`src/rtl/apb_router_pkg.sv`:
```
// Shared types and helpers for the APB slave router: FSM encoding and
// slot-validity decode.
package apb_router_pkg;

    localparam int STATE_W = 2;

    typedef enum logic [STATE_W-1:0] {
        ST_IDLE   = 2'd0,
        ST_ACCESS = 2'd1,
        ST_ERR    = 2'd2,
        ST_TOUT   = 2'd3
    } state_t;

    // A slot is valid only if it exists and is populated; the mask is
    // passed zero-extended so the helper works for any RATIO up to 32.
    function automatic logic slot_valid(input int unsigned idx,
                                        input int unsigned ratio,
                                        input logic [31:0] mask);
        if ((idx >= ratio) || (idx > 31)) begin
            return 1'b0;
        end
        return mask[idx[4:0]];
    endfunction

endpackage

```
`src/rtl/apb_to_counter.sv`:
```
// Wait-state counter for the ACCESS phase; flags the last allowed wait cycle.
module apb_to_counter #(
    parameter int TIMEOUT = 16,
    parameter int TO_W    = 5
) (
    input  logic i_clk,
    input  logic i_rst_n,
    input  logic i_clear,
    input  logic i_inc,
    output logic o_expired
);

    // TIMEOUT of 0 disables expiry, so LAST is never compared meaningfully.
    localparam logic [TO_W-1:0] LAST = (TIMEOUT == 0) ? '0 : TO_W'(TIMEOUT - 1);

    logic [TO_W-1:0] r_cnt;

    always_ff @(posedge i_clk) begin
        if (!i_rst_n || i_clear) begin
            r_cnt <= '0;
        end else if (i_inc) begin
            r_cnt <= r_cnt + TO_W'(1);
        end
    end

    assign o_expired = (TIMEOUT != 0) && (r_cnt == LAST);

endmodule

```
`src/rtl/apb_slave_router.sv`:
```
// APB slave router: decodes one master transfer onto RATIO slave PSELs,
// returns the selected slave's response, and adds decode/timeout errors.
module apb_slave_router
    import apb_router_pkg::*;
#(
    parameter int RATIO    = 4,
    parameter int logRATIO = 2,
    parameter int DATA_W   = 32,
    parameter int TIMEOUT  = 16,
    parameter int TO_W     = 5
) (
    input  logic                       i_clk,
    input  logic                       i_rst_n,
    input  logic                       i_psel,
    input  logic                       i_penable,
    input  logic [logRATIO-1:0]        i_slv_sel,
    input  logic [RATIO-1:0]           i_slv_en,
    output logic [RATIO-1:0]           o_psel,
    input  logic [RATIO-1:0]           i_pready,
    input  logic [RATIO-1:0]           i_pslverr,
    input  logic [RATIO*DATA_W-1:0]    i_prdata,
    output logic                       o_pready,
    output logic                       o_pslverr,
    output logic [DATA_W-1:0]          o_prdata,
    output logic                       o_timeout,
    output logic                       o_busy
);

    state_t              r_state;
    state_t              w_state_next;
    logic [logRATIO-1:0] r_sel;

    logic                w_valid;
    logic                w_setup;
    logic                w_expired;
    logic                w_inc;
    logic                w_clear;
    logic [RATIO-1:0]    w_hit;
    logic [RATIO-1:0]    w_psel_idle;
    logic [DATA_W-1:0]   w_slot_data [RATIO];
    logic                w_sel_pready;
    logic                w_sel_pslverr;
    logic [DATA_W-1:0]   w_sel_prdata;

    assign w_valid = slot_valid(32'(i_slv_sel), RATIO, 32'(i_slv_en));
    assign w_setup = i_psel & ~i_penable;

    for (genvar gi = 0; gi < RATIO; gi++) begin : g_slot
        assign w_hit[gi]       = (r_sel == logRATIO'(gi));
        assign w_psel_idle[gi] = i_psel & w_valid & (i_slv_sel == logRATIO'(gi));
        assign w_slot_data[gi] = i_prdata[gi*DATA_W +: DATA_W];
    end

    // AND-OR mux keyed on the registered selection, one-hot by construction.
    always_comb begin
        w_sel_pready  = |(i_pready & w_hit);
        w_sel_pslverr = |(i_pslverr & w_hit);
        w_sel_prdata  = '0;
        for (int k = 0; k < RATIO; k++) begin
            if (w_hit[k]) begin
                w_sel_prdata = w_sel_prdata | w_slot_data[k];
            end
        end
    end

    always_comb begin
        w_state_next = r_state;
        case (r_state)
            ST_IDLE: begin
                if (w_setup) begin
                    w_state_next = w_valid ? ST_ACCESS : ST_ERR;
                end
            end
            ST_ACCESS: begin
                if (!i_psel || w_sel_pready) begin
                    w_state_next = ST_IDLE;
                end else if (w_expired) begin
                    w_state_next = ST_TOUT;
                end
            end
            ST_ERR: begin
                if (!i_psel || i_penable) begin
                    w_state_next = ST_IDLE;
                end
            end
            ST_TOUT: w_state_next = ST_IDLE;
            default: w_state_next = ST_IDLE;
        endcase
    end

    always_ff @(posedge i_clk) begin
        if (!i_rst_n) begin
            r_state <= ST_IDLE;
            r_sel   <= '0;
        end else begin
            r_state <= w_state_next;
            if ((r_state == ST_IDLE) && w_setup && w_valid) begin
                r_sel <= i_slv_sel;
            end
        end
    end

    // Count only genuine wait cycles; every other cycle leaves cnt at zero.
    assign w_inc   = (r_state == ST_ACCESS) & i_psel & ~w_sel_pready & ~w_expired;
    assign w_clear = ~w_inc;

    apb_to_counter #(
        .TIMEOUT (TIMEOUT),
        .TO_W    (TO_W)
    ) u_to_cnt (
        .i_clk     (i_clk),
        .i_rst_n   (i_rst_n),
        .i_clear   (w_clear),
        .i_inc     (w_inc),
        .o_expired (w_expired)
    );

    always_comb begin
        o_psel    = '0;
        o_pready  = 1'b0;
        o_pslverr = 1'b0;
        o_prdata  = '0;
        o_timeout = 1'b0;
        o_busy    = (r_state != ST_IDLE);
        case (r_state)
            ST_IDLE: o_psel = w_psel_idle;
            ST_ACCESS: begin
                if (i_psel) begin
                    o_psel    = w_hit;
                    o_pready  = w_sel_pready;
                    o_pslverr = w_sel_pslverr & w_sel_pready;
                    o_prdata  = w_sel_pready ? w_sel_prdata : '0;
                end
            end
            ST_ERR: begin
                if (i_psel && i_penable) begin
                    o_pready  = 1'b1;
                    o_pslverr = 1'b1;
                end
            end
            ST_TOUT: begin
                if (i_psel) begin
                    o_pready  = 1'b1;
                    o_pslverr = 1'b1;
                    o_timeout = 1'b1;
                end
            end
            default: ;
        endcase
        if (!i_rst_n) begin
            o_psel    = '0;
            o_pready  = 1'b0;
            o_pslverr = 1'b0;
            o_prdata  = '0;
            o_timeout = 1'b0;
            o_busy    = 1'b0;
        end
    end

endmodule
```
`config.mk`:
```
export PLATFORM = sky130hd
export DESIGN_NAME = apb_slave_router
export DESIGN_NICKNAME = d
export VERILOG_FILES = /design/src/rtl/apb_router_pkg.sv /design/src/rtl/apb_to_counter.sv /design/src/rtl/apb_slave_router.sv
export SDC_FILE = /design/constraint.sdc
export NUM_CORES = 1
export LEC_CHECK = 0
export ABC_AREA = 1
export CORE_AREA = 2 2 82 84
export DETAILED_ROUTE_END_ITERATION = 10
export DIE_AREA = 0 0 84 86
export HOLD_SLACK_MARGIN = 0.08
export PLACE_DENSITY_LB_ADDON = 0.08
export SLEW_MARGIN = 20
export SYNTH_ARGS = -nofsm -noshare
export SYNTH_HDL_FRONTEND = slang
export SYNTH_SLANG_ARGS = --single-unit
```
`constraint.sdc`:
```
create_clock -name i_clk -period 1.9 [get_ports i_clk]
set_input_delay 0.19 -clock i_clk [delete_from_list [all_inputs] [get_ports i_clk]]
set_output_delay 0.19 -clock i_clk [all_outputs]
set_load 0.01 [all_outputs]
```
==> results by group, run 1 <==
Run status
  – Status: completed

CTS
  – Worst-Skew Late Latency: 230 ps
  – Cts bufs inserted: 3
  – Hold-fix buffers, CTS: 0
  – Worst-case clock buffer depth: 2
  – Clock slew at reported path FFs: 40 ps
  – TritonCTS sink count: 9
  – Root Buffer Master: clkbuf_8
  – H-tree depth: 1
  – TritonCTS clock tree: done

Layout
  – ANT cells: 0
  – Share of cells above drive strength 1: 26.3%
  – Final net count: 686
  – Area Growth Syn to Fin: 129%

Yosys
  – Share of flip-flops with an asynchronous set or reset: 0%
  – Netlist cell types: 25
  – Flops & latches, synth: 9
  – Synth top area cells: nand2_1, nor2_4, nand3_1, a21oi_1, dfxtp_1
  – Yosys top cell area share: 25.2%
  – Mapped Area: 0.00185 sq mm
  – Post-synth top area cell: nand2_1
  – Top_reg_cell synth: dfxtp_1
  – Count leader, synth: nand2_1
  – Ys Warns: 0
  – Gate Count Post-Synth: 322
  – Sequential area share after synthesis: 9.76%
  – Mean Syn Cell Area: 5.74 sq um
  – Post-synth EDFFs: 0
  – Top post-synthesis cells by count: nand2_1, nand3_1, a21oi_1
  – Post-Syn Nets: 470

Drt
  – Via-to-Cell Ratio: 4.69
  – DRT Pass-1 Iters: 4
  – Via count: 2877
  – Post-DRT Antenna Nets: 0
  – DRC Markers: 0
  – Wire per inst: 14.3 um
  – Final WL: 8.81 mm
  – DR iter-0 viols: 111

Critical path
  – CP peak stage delay: 360 ps
  – Crit path capture type: output pin
  – Required @ worst endpoint: 1710 ps
  – Slowest cell on crit path: dfxtp_4
  – CP arrival: 1660 ps
  – Launching point of the worst reg2reg path: r_state[1]
  – Critical path class: register to output pin
  – Most used cell, CP: nor2_4
  – Crit path max fanout: 6
  – Startpoint Class: register
  – CP startpoint: r_sel[0]
  – CP Cell Sequence: buf_6 -> nor2_4 -> nand2_1 -> nand2_2 -> nor2_4 -> nor2_4 -> nand2_4 -> buf_12 -> buf_16 -> nor2_4 -> buf_6

Floorplan
  – Site row count: 29
  – Chip width: 84 um
  – Die Ht: 86 um
  – I/O pin count: 186
  – Die area: 0.00722 sq mm
  – Core Area: 0.00628 sq mm
  – Starting Density: 29.4%

STA
  – Hold_ws: 446 ps
  – Count of final setup violators: 0
  – Final worst setup slack: 49.4 ps
  – Fmax: 540 MHz
  – Pins Over Slew Limit: 0
  – Worst-Margin Slew: 279 ps
  – Post-route minimum period: 1850 ps
  – Fin. Hold Viols: 0
  – Clock Skew: 2.86 ps
  – Worst relative slew slack: 81.4%
  – RSZ-0062 raised after global routing: true
  – Period utilisation layout: 97.4%

Placed design
  – Number of buffers added on ports: 185
  – Gpl congestion: 0.904
  – DP Worst Slack: -304 ps
  – HPWL Detailed: 7.15 mm

Job
  – Maxcap violations: 0

GRT
  – Pin count of the biggest net entering global routing: 23
  – Vias in the first global route: 2848
  – GRT Util Overall: 23.2%
  – Global route overflow: 0
  – Initial antenna violation count: 0
  – First-pass GRT wire length: 13.8 mm

Min path
  – Min-delay src: u_to_cnt.r_cnt[0]
  – Worst min path class: register to register

Power
  – Leak: 0.00184 uW
  – Cell Pwr Density: 376 mW/mm^2
  – IR Drop Worst-Case VDD: 0.000422 V
-- what timing repair did --
action | CTS | global route
resized for setup | 176 | 27
pin swaps | 3 | 7
buffers inserted | 7 | 0
setup endpoints to repair | 39 | 36
cloned | 2 | 0
-- cell families after synthesis --
logic type	synth area share, %
buf+inv	10.7
fa+ha+maj	1.35
xor+xnor	0.949
simple gates	66.0
compound gates	11.2
flops	9.76
-- critical path: cells and delay by family, from the launching register on --
kind                   cells  cell delay (ps)
and+or+nand+nor            7              560
DFF                        1              360
buffers and inverters      4              510
-- placed cells by master (no fill, tap or decap), drive strengths merged --
| cell type | count |
|---|---|
| clkdlybuf4s50 | 144 |
| nand2 | 125 |
| buf | 75 |
| nor2 | 56 |
| nand3 | 44 |
| a21oi | 38 |
| inv | 17 |
| dfxtp | 9 |
| nand4 | 5 |
| clkbuf | 5 |
| dlygate4sd2 | 4 |
| nor3 | 3 |
| ha | 2 |
| dlymetal6s2s | 2 |
| clkdlybuf4s15 | 2 |
| o21ai | 2 |
| and3 | 1 |
| a211oi | 1 |
| xor2 | 1 |
| xnor2 | 1 |
-- through the flow --
stage	TNS, ps	instance area, sq um	cells	power (uW)	utilization [%]
2_1_floorplan	0	1850	322	736	-
6_report	0	4240	614	1590	67.5
3_5_place_dp	-9650	3990	603	1310	63.6
3_3_place_gp	-8400	3990	603	1290	63.6
5_1_grt	-47.3	4240	614	1720	67.5
4_1_cts	-34.2	4200	616	1600	67.0
-- worst paths after layout --
| check | to | slack, ps | cells past startpoint |
|---|---|---|---|
| worst max-delay path | o_prdata[4] | 50 | 11 |
| worst min-delay path | u_to_cnt.r_cnt[0] | 450 | 1 |
| worst max register to register | r_state[1] | 480 | 7 |
| worst min register to register | u_to_cnt.r_cnt[0] | 450 | 1 |
-- routing by layer --
| layer | GRT usage, % | wire length, um | up-vias |
|---|---|---|---|
| met4 | 5.87 | 212 | 0 |
| met2 | 43.1 | 4440 | 113 |
| met1 | 27.8 | 3560 | 1277 |
| li1 | - | - | 1469 |
| met3 | 3.85 | 595 | 18 |
| met5 | 0 | 0 | - |
-- state kept, by name (all words and copies together) (netlist names) --
name	cells
r_sel	2
r_state	2
u_to_cnt.r_cnt	5
-- layout make-up --
cell class	instances	area (sq um)
Inverter	17	63.8
Tap cell	77	96.3
Sequential cell	9	185
Clock buffer	4	45.0
Fill cell	571	2040
Timing Repair Buffer	228	2300
Multi-Input combinational cell	279	1540
-- power breakdown --
| group | internal [uW] | total (uW) | switching, uW |
|---|---|---|---|
| clock | 146 | 216 | 70.0 |
| combinational | 626 | 1140 | 519 |
| sequential | 209 | 234 | 25.3 |
Note: power is estimated with default switching activity, not from simulation.
==> run 2, diff against run 1 <==
--- a/config.mk
+++ b/config.mk
@@ -10,7 +10,9 @@
 export DETAILED_ROUTE_END_ITERATION = 10
 export DIE_AREA = 0 0 84 86
 export HOLD_SLACK_MARGIN = 0.08
+export MAX_ROUTING_LAYER = met4
 export PLACE_DENSITY_LB_ADDON = 0.08
+export SETUP_SLACK_MARGIN = 0.2
 export SLEW_MARGIN = 20
 export SYNTH_ARGS = -nofsm -noshare
 export SYNTH_HDL_FRONTEND = slang
==> run 2 against run 1 <==
Flip-flop and latch count did not move. Clock skew fell by 0.60 ps. Cell area up 7.9%. First-iteration DRC count fell by 19%. Combinational power grew 15%. Final cell count rose by 2.0%. Setup slack got worse by 10 ps. Critical path depth unchanged. Count of clock-buffer cells in the layout fell by 1. Non-clock buffer count grew 12. Largest cell class unchanged. Largest power group unchanged. Via count increased by 2.4%.
==> results by group, run 2 (synthesized netlist as in run 1, its figures left out) <==
Run status
  – Status: completed

Job
  – Maxcap violations: 0 (unchanged)

Critical path
  – R2R depth: 6 (-1)
  – CP arrival: 1670 ps (about the same)
  – Most used cell, CP: nor2_4
  – CP Cell Sequence: buf_6 -> nor2_4 -> nand2_2 -> nand2_2 -> nor2_4 -> nor2_4 -> nand2_8 -> buf_12 -> buf_16 -> nor2_4 -> buf_6
  – Startpoint Class: register
  – Required @ worst endpoint: 1710 ps (about the same)
  – Launching point of the worst reg2reg path: u_to_cnt.r_cnt[0]
  – CP startpoint: r_sel[0]
  – Critical path class: register to output pin
  – Crit path max fanout: 6 (unchanged)
  – R2R Setup Slk: 520 ps (+40 ps)
  – R2r endpoint: u_to_cnt.r_cnt[0]
  – Slowest cell on crit path: dfxtp_4
  – Crit path capture type: output pin
  – CP peak stage delay: 350 ps (about the same)

Floorplan
  – Die area: 0.00722 sq mm (unchanged)
  – I/O pin count: 186 (unchanged)
  – Die Ht: 86 um (unchanged)
  – Site row count: 29 (unchanged)
  – Chip width: 84 um (unchanged)
  – Core Area: 0.00628 sq mm (unchanged)
  – Starting Density: 29.4% (unchanged)

CTS
  – Worst-case clock buffer depth: 2 (unchanged)
  – Root Buffer Master: clkbuf_8
  – Worst-Skew Late Latency: 230 ps (about the same)
  – Cts bufs inserted: 3 (unchanged)
  – TritonCTS sink count: 9 (unchanged)
  – TritonCTS clock tree: done
  – H-tree depth: 1 (unchanged)
  – Clock slew at reported path FFs: 50 ps (about the same)

STA
  – Worst relative slew slack: 82.3% (+0.92 points)
  – RSZ-0062 raised after global routing: true
  – Clock Skew: 2.26 ps (-0.601 ps)
  – Fin. Hold Viols: 0 (unchanged)
  – Period utilisation layout: 97.9% (+0.53 points)
  – Worst-Margin Slew: 264 ps (-15.8 ps)
  – Post-route minimum period: 1860 ps (+9.98 ps)
  – Count of final setup violators: 0 (unchanged)
  – Fmax: 537 MHz (-0.54%)
  – Pins Over Slew Limit: 0 (unchanged)

Drt
  – DRT Pass-1 Iters: 4 (unchanged)
  – Post-DRT Antenna Nets: 0 (unchanged)
  – Final WL: 9.37 mm (+6.4%)
  – DRC Markers: 0 (unchanged)
  – Wire per inst: 15.0 um (+4.4%)
  – Via count: 2947 (+2.4%)
  – DR iter-0 viols: 90 (-19%)
  – Via-to-Cell Ratio: 4.71 (+0.47%)

Min path
  – Min-delay src: u_to_cnt.r_cnt[0]
  – Hold depth: 1 (unchanged)
  – Hold endpoint: u_to_cnt.r_cnt[0]
  – Worst min path class: register to register

GRT
  – GRT Util Overall: 25.4% (+2.2 points)
  – Vias in the first global route: 2881 (+1.2%)
  – First-pass GRT wire length: 14.6 mm (+6.2%)
  – Initial antenna violation count: 0 (unchanged)
  – Pin count of the biggest net entering global routing: 21 (-8.7%)
  – Global route overflow: 0 (unchanged)

Layout
  – Most flops, register: u_to_cnt.r_cnt
  – Multi-input gate area: 0.00165 sq mm (+7.1%)
  – Share of cells above drive strength 1: 32.6% (+6.3 points)
  – Largest register FFs: 5 (unchanged)
  – Area Growth Syn to Fin: 147%
  – Most frequent cells in the layout: clkdlybuf4s50_1, nand2_1, nand3_1
  – Fillers: 507 (-11%)
  – Most common cell after layout, fill and taps aside: clkdlybuf4s50_1
  – Layout Utilization: 72.8% (+5.3 points)
  – Largest registers: u_to_cnt.r_cnt: 5 flops, r_sel: 2 flops, r_state: 2 flops
  – Final net count: 698 (+1.7%)
  – ANT cells: 0 (unchanged)
  – Area taken by flip-flops and latches: 189 sq um (+2.0%)

Placed design
  – Gpl congestion: 0.927 (+2.5%)
  – HPWL Detailed: 7.06 mm (-1.3%)
  – Number of buffers added on ports: 185 (unchanged)

Power
  – Cell Pwr Density: 386 mW/mm^2 (+2.4%)
  – Leak: 0.00195 uW (+5.7%)
  – Power, Total: 1760 uW (+10%)
  – IR Drop Worst-Case VDD: 0.000723 V (+71%)
[run 2: changes by cell type in the layout (fill, tap and decap cells not counted), moves of 3 or more]
cell,previous run,this run
buf_6,30,38
buf_16,1,5
nand2_1,122,119
a21oi_1,26,16
nand3_1,43,39
nand3_2,1,4
buf_4,28,31
a21oi_2,12,21
[run 2: final cells by class]
type,count,share of cell area [%]
Clock buffer,3,0.904
Clock inverter,1,0.110
Inverter,17,1.42
Multi-Input combinational cell,279,36.2
Sequential cell,9,4.13
Tap cell,77,2.11
Timing Repair Buffer,240,55.1
[run 2: where the power goes]
group          internal [uW]  total [uW]  leakage, uW  switching (uW)
logic                    729        1310      0.00185             576
clock network            143         219    0.0000255            76.1
registers                211         237    0.0000749            26.7
total                   1080        1760      0.00195             679
[run 2: layer usage]
| metal | up-vias | track usage, % | wire [um] |
|---|---|---|---|
| met5 | - | - | 0 |
| met4 | 0 | 3.67 | 119 |
| met3 | 14 | 4.91 | 667 |
| met2 | 117 | 47.5 | 4960 |
| met1 | 1317 | 28.8 | 3630 |
| li1 | 1499 | - | - |
[run 2: worst max path at each step]
stage,endpoint,cells after the start
after floorplan,o_prdata[10],7
final,o_prdata[1],11
after global placement,o_prdata[19],9
after CTS,o_prdata[18],11
after global routing,o_prdata[9],11
after detailed placement,o_prdata[18],9
[run 2: stage by stage]
step	instance area, sq um	std cells	hold WS [ps]	setup slack [ps]	TNS (ps)
floorplan	1850	322	316	479	0
global placement	3990	602	433	-247	-8260
detailed placement	3990	602	446	-312	-9670
CTS	4430	621	459	-39.8	-223
global route	4570	626	468	-48.6	-913
finish	4570	626	455	39.4	0
[run 2: worst max-delay path: cells and delay by family, from the launching register on]
kind          cells  cell delay (ps)
buf+inv           4              530
simple gates      7              570
flops             1              350
[run 2: repair_timing]
item                       in CTS  in global routing
buffers inserted               10                  5
hold buffers                    0                  0
cloned                          5                  0
pin swaps                       9                  7
setup endpoints to repair      40                 39
gates resized for setup       238                 22
